[config.mk]
export PLATFORM = sky130hd
export DESIGN_NAME = control_sequencer
export DESIGN_NICKNAME = d
export VERILOG_FILES = /design/src/rtl/control_sequencer.sv
export SDC_FILE = /design/constraint.sdc
export NUM_CORES = 1
export LEC_CHECK = 0
export ABC_CLOCK_PERIOD_IN_PS = 1900
export BUFFER_PORTS_ARGS = -buffer_cell sky130_fd_sc_hd__buf_2
export CORE_MARGIN = 2
export CORE_UTILIZATION = 26
export CTS_CLUSTER_DIAMETER = 50
export DETAILED_ROUTE_END_ITERATION = 8
export HOLD_SLACK_MARGIN = 0.02
export MAX_ROUTING_LAYER = met4
export PLACE_DENSITY = 0.76
export SYNTH_ARGS = -nofsm -noshare
export SYNTH_HDL_FRONTEND = slang
export SYNTH_SLANG_ARGS = --single-unit
[constraint.sdc]
create_clock -name Clock -period 1.9 [get_ports Clock]
set_input_delay 0.095 -clock Clock [delete_from_list [all_inputs] [get_ports Clock]]
set_output_delay 0.095 -clock Clock [all_outputs]
set_load 0.05 [all_outputs]
[src/rtl/control_sequencer.sv]
// control_sequencer: hardwired fetch/execute control for the datapath.
// One instruction per pass through T0..T5. Fetch is T0..T2; T3..T5 execute
// three-register ALU instructions (Ra <= Rb op Rc). Every strobe is a decode
// of the current state, plus the IR opcode in T3/T4. The strobes are held for
// the whole cycle, and the datapath captures them on the next rising edge.
//
// Memory handshake: Mem_ready acts as the ready of the read that T1 issues.
// The read (Read + MDRin) stays asserted for every cycle spent in T1. The
// sequencer leaves T1 only on a rising edge where Mem_ready=1, so the MDR
// value captured on that edge is the one used by T2.
module control_sequencer #(
    parameter int OPW = 5,
    parameter int IRW = 32
) (
    input  logic           Clock,
    input  logic           Clear,
    input  logic [IRW-1:0] IR,
    input  logic           Mem_ready,
    input  logic           Stop,
    output logic           PCout,
    output logic           Zlowout,
    output logic           MDRout,
    output logic           Rout,
    output logic           MARin,
    output logic           PCin,
    output logic           MDRin,
    output logic           IRin,
    output logic           Yin,
    output logic           Zin,
    output logic           Rin,
    output logic           IncPC,
    output logic           Read,
    output logic           Gra,
    output logic           Grb,
    output logic           Grc,
    output logic           AND,
    output logic           OR,
    output logic           ADD,
    output logic           SUB,
    output logic           Run,
    output logic           Illegal,
    output logic [2:0]     dbg_state
);

    typedef enum logic [2:0] {
        S_RESET  = 3'd0,
        S_T0     = 3'd1,
        S_T1     = 3'd2,
        S_T2     = 3'd3,
        S_T3     = 3'd4,
        S_T4     = 3'd5,
        S_T5     = 3'd6,
        S_HALTED = 3'd7
    } state_t;

    localparam logic [OPW-1:0] OP_AND  = OPW'(5'b00011);
    localparam logic [OPW-1:0] OP_OR   = OPW'(5'b00100);
    localparam logic [OPW-1:0] OP_ADD  = OPW'(5'b00101);
    localparam logic [OPW-1:0] OP_SUB  = OPW'(5'b00110);
    localparam logic [OPW-1:0] OP_NOP  = OPW'(5'b11010);
    localparam logic [OPW-1:0] OP_HALT = OPW'(5'b11011);

    state_t         state;
    logic [OPW-1:0] opcode;
    logic           is_alu;
    logic           unused_ir;

    // The register fields are consumed by the datapath through Gra/Grb/Grc.
    // Only the opcode is decoded here.
    assign opcode    = IR[IRW-1 -: OPW];
    assign unused_ir = ^IR[IRW-OPW-1:0];
    assign dbg_state = state;

    // Opcode classification; only meaningful in T3/T4, when IR holds the fetched word.
    always_comb begin
        is_alu = (opcode == OP_AND) || (opcode == OP_OR) ||
                 (opcode == OP_ADD) || (opcode == OP_SUB);
    end

    // State register. Clear aborts any instruction and wins over every other input.
    always_ff @(posedge Clock) begin
        if (Clear) begin
            state <= S_RESET;
        end else begin
            case (state)
                S_RESET: state <= S_T0;
                S_T0:    state <= S_T1;
                S_T1:    state <= Mem_ready ? S_T2 : S_T1;
                S_T2:    state <= S_T3;
                S_T3: begin
                    if (is_alu)                 state <= S_T4;
                    else if (opcode == OP_HALT) state <= S_HALTED;
                    else                        state <= S_T0;
                end
                S_T4:    state <= S_T5;
                S_T5:    state <= Stop ? S_HALTED : S_T0;
                S_HALTED: state <= S_HALTED;
                default: state <= S_RESET;
            endcase
        end
    end

    // Strobe decode. RESET and HALTED drive nothing.
    // Zin (T0/T4) and Zlowout (T1/T5) never share a state.
    always_comb begin
        PCout   = 1'b0;
        Zlowout = 1'b0;
        MDRout  = 1'b0;
        Rout    = 1'b0;
        MARin   = 1'b0;
        PCin    = 1'b0;
        MDRin   = 1'b0;
        IRin    = 1'b0;
        Yin     = 1'b0;
        Zin     = 1'b0;
        Rin     = 1'b0;
        IncPC   = 1'b0;
        Read    = 1'b0;
        Gra     = 1'b0;
        Grb     = 1'b0;
        Grc     = 1'b0;
        AND     = 1'b0;
        OR      = 1'b0;
        ADD     = 1'b0;
        SUB     = 1'b0;
        Run     = 1'b0;
        Illegal = 1'b0;
        case (state)
            S_T0: begin
                Run   = 1'b1;
                PCout = 1'b1;
                MARin = 1'b1;
                IncPC = 1'b1;
                Zin   = 1'b1;
            end
            S_T1: begin
                // While waiting, PC is reloaded from an unchanged Z, which is harmless.
                Run     = 1'b1;
                Zlowout = 1'b1;
                PCin    = 1'b1;
                Read    = 1'b1;
                MDRin   = 1'b1;
            end
            S_T2: begin
                Run    = 1'b1;
                MDRout = 1'b1;
                IRin   = 1'b1;
            end
            S_T3: begin
                Run = 1'b1;
                if (is_alu) begin
                    Grb  = 1'b1;
                    Rout = 1'b1;
                    Yin  = 1'b1;
                end else if ((opcode != OP_NOP) && (opcode != OP_HALT)) begin
                    Illegal = 1'b1;
                end
            end
            S_T4: begin
                Run  = 1'b1;
                Grc  = 1'b1;
                Rout = 1'b1;
                Zin  = 1'b1;
                AND  = (opcode == OP_AND);
                OR   = (opcode == OP_OR);
                ADD  = (opcode == OP_ADD);
                SUB  = (opcode == OP_SUB);
            end
            S_T5: begin
                Run     = 1'b1;
                Zlowout = 1'b1;
                Gra     = 1'b1;
                Rin     = 1'b1;
            end
            default: begin
                Run = 1'b0;
            end
        endcase
    end

endmodule
# After elaboration in Yosys (flattened, before gate mapping)
# Index checks and enable logic that the tools add are counted.
dict set report totals {
  wordCells 46
  input_bits 36
  n_memories 0
  regBits 3
  romBits 0
  latchBits 0
  mem_bits_rw 0
}
dict set report op_classes {
  muxes 23
  magnitude_cmp 0
  div_mod_pow 0
  n_eq_ne 14
  multipliers 0
  add_sub_neg 0
  shifts 0
  n_reduce_logical 8
  n_bitwise 0
}
# op n
set op_table {}
lappend op_table {{$pmux W3 S8} 1}
lappend op_table {{$mux W1} 18}
lappend op_table {{$eq A5 B3 Y1 const B} 3}
lappend op_table {{$eq A3 B3 Y1 const B} 4}
lappend op_table {{$ne A5 B5 Y1 const B} 2}
lappend op_table {{$mux W3} 3}
lappend op_table {{$eq A3 B2 Y1 const B} 2}
lappend op_table {{$reduce_or A6 Y1} 1}
lappend op_table {{$eq A5 B2 Y1 const B} 1}
lappend op_table {{$eq A5 B5 Y1 const B} 1}
lappend op_table {{$reduce_or A2 Y1} 2}
lappend op_table {{$eq A3 B1 Y1 const B} 1}
lappend op_table {{$logic_not A3 Y1} 1}
lappend op_table {{$logic_or A1 B1 Y1} 3}
lappend op_table {{$pmux W1 S2} 1}
lappend op_table {{$logic_and A1 B1 Y1} 1}

# Depth between registers and ports, before layout
dict set report depth {
  word_depth 6
  ltp_mapped 6
  depth_no_buf 5
}

# Worst setup path after synthesis
# OpenSTA, ideal clock, no wires.
dict set report synth_path {
  path_type {register -> output}
  start {register state[0] (netlist: dbg_state[0])}
  end {output SUB}
  path_buffers 1
  arrival_ps 2868
  stages_incl_launch_ff 7
  setup_slack_ps -1063
  path_cell_list {dfxtp_1 buf_6 and2b_2 nand2_1 inv_2 nand3_1 nor3b_1}
}
dict set report synth_via {
  elab_chain_cells 2
}
# item line
set synth_lines {}
lappend synth_lines {{start: declaration} 63} ;# state_t state;
lappend synth_lines {{start signal: assignment} 88} ;# S_T1: state <= Mem_ready ? S_T2 : S_T1;
lappend synth_lines {{start signal: assignment} 96} ;# S_T5: state <= Stop ? S_HALTED : S_T0;
lappend synth_lines {{$eq A3 B3 Y1} 128} ;# case (state)
lappend synth_lines {{$mux W1} 128}
lappend synth_lines {{end: declaration} 39} ;# output logic SUB,
# Every way passes these cells.

# Worst setup path after layout
dict set report layout_path {
  start {register state[1] (netlist: dbg_state[1])}
  end {output SUB}
}
# The elaborated chain is that of the path after synthesis.

==> metrics.txt <==
outcome=finished, final reports clean; CP endpoint kind=output pin; Gate power share=0.501; PwrDens=634 nW/um^2; cell family with most CP delay=simple AND/OR/NAND/NOR gates; syn_area_per_cell=6.76 sq um; syn_nets=91; GRT Resource Usage Total=0.113; Core Area=1320 sq um; total global routing overflow=0; Switching Fraction=0.489; synth unique cells=25; post-synthesis cell count=55; final setup fails=0; root buf cell=clkbuf_4; Critical Path AT=1.69 ns; Rel. slew slack=0.732; DR pass1 iterations=4; P_int=197 uW; Design Area, Final=608 sq um; routed len/inst=9.70 um; Max Buffers Root-to-Sink=2; FP Rows=13; CP Data Required Time=1.80 ns; Setup WS post-layout=0.115 ns; Max Cap Viol=0; H-tree levels=1; f_max=560 MHz; Final min period=1.79 ns; die span in x=41.8 um; commonest non-fill, non-tap cell in the layout=buf_2; Least-Margin Pin Slew=0.401 ns; largest net degree at the start of global routing=14; DIE HEIGHT=41.8 um; DP Area=577 sq um; Post-DRT Antenna Nets=0; critical path class=register to output pin; Synth async-reset ratio=0; DRT iter0 DRCs=11; CTS tree=done; Total Wirelength=951 um; Mapped Area=372 sq um; Net Switching=189 uW; Worst Setup Start Kind=register; register share of total power=0.213; Largest stage delay, worst path=0.37 ns; gp weighted congestion=0.760; Slowest-stage cell, CP=dfxtp_2; synth warn=0; crit path from=dbg_state[1]; DR vias/cell=4.74; max reg flops=3; CP Cell Sequence=and2b_4 > nand2_1 > inv_4 > nand3_4 > nor3b_4 > clkbuf_4; worst skew pair latency=0.23 ns; die area=1750 sq um; Util after Layout=0.462; ant diodes=0; final std cells w/o fill=98; Hold Startpoint=Clear; Area Overhead vs Synth=63.6%; nets=120; Post-synth EDFFs=0; Fin. Hold Viols=0; initial antenna violation count=0; Clock power frac=0.286; main flop type after synthesis=dfxtp_1; max-slew violation count=0; Post-DP HPWL=768 um; Starting Density=0.282; synthesis-stage register bit count=3; number of vias in the routed layout=465; Clock Pin Slew Worst Setup and Hold Paths=0.04 ns; DRC=0; vias in the first global route=378; first-pass GRT wire length=1500 um; period utilization=0.940; Post-Place Worst Slack=0.304 ns; Max VDD drop=257 uV; Worst Skew=0.000709 ns; placed insts=94; Ports=61; IO buf count=33; Worst Path Buf+Inv=2; CTS sink count=3; RSZ-0062 raised after global routing=false; maximum net fanout on the critical path=13; CTS Buf Count=3; sequential area share after synthesis=0.162; Lkg Pwr=0.000317 uW; Hold Path Class=input port to register; most frequent cells in the layout=buf_2, nand2_1, nor2_1; layout cells sized above 1=0.614; reg2reg start=dbg_state[0]
==> per-layer routing <==
metal / vias to the layer above / wire (um) / part of all wire / track usage
met5: - / 0 / 0 / -
met4: 0 / 5 / 0.0053 / 0.0774
met3: 2 / 86 / 0.090 / 0.0130
met2: 28 / 473 / 0.50 / 0.194
met1: 198 / 386 / 0.41 / 0.119
li1: 237 / - / - / -
==> power by group through the flow <==
| stage | clock [uW] | sequential (uW) | combinational [uW] |
|---|---|---|---|
| after CTS | 116 | 82.1 | 194 |
| after global placement | 0 | 82.9 | 192 |
| after global routing | 129 | 83.5 | 202 |
| after detailed placement | 0 | 83.0 | 194 |
| after floorplan | 0 | 89.6 | 158 |
| final | 110 | 82.1 | 193 |
==> cells by family after synthesis <==
group                  synth area share
AO/OA/AOI/OAI                     0.152
XOR/XNOR                         0.0471
buffers and inverters             0.219
flip-flops                        0.162
AND/OR/NAND/NOR                   0.421
==> per-stage QoR <==
| stage | power [uW] | setup TNS (ns) | hold slack (ns) |
|---|---|---|---|
| 6_report | 386 | 0 | 0.0528 |
| 2_1_floorplan | 247 | -0.582 | 0.157 |
| 3_5_place_dp | 277 | 0 | 0.290 |
| 3_3_place_gp | 275 | 0 | 0.287 |
| 5_1_grt | 415 | 0 | 0.0391 |
| 4_1_cts | 392 | 0 | 0.0453 |
==> synthesized netlist by cell type (2+ instances only) <==
library cell / number / area [sq um]
buf_4: 7 / 52.6
a21oi_1: 3 / 15.0
buf_2: 2 / 10.0
nor2b_1: 3 / 18.8
nand2_1: 8 / 30.0
nor3_1: 2 / 10.0
o21ai_0: 2 / 10.0
dfxtp_1: 3 / 60.1
nor2_1: 7 / 26.3
nor3b_1: 3 / 22.5
==> area by class of cell <==
cell class / count / area, sq um
clock buffers: 4 / 26.3
fillers: 137 / 709
flip-flops and latches: 3 / 65.1
multi-input cells: 40 / 310
inverters: 2 / 10.0
well taps: 15 / 18.8
repair buffers: 34 / 178
==> path summary, 6_finish.rpt <==
path	end	slack, ns	cells after the start
setup / recovery	SUB	0.11	6
hold / removal	dbg_state[1]	0.05	2
setup reg to reg	dbg_state[2]	0.76	3
hold reg to reg	dbg_state[2]	0.59	2
==> timing repair <==
action | in CTS | in global routing
hold buffers | 0 | 0
endpoints found under the setup margin | 0 | 2
gates resized for setup | 0 | 3
buffers inserted | 0 | 0
(Power assumes the default switching activity.)
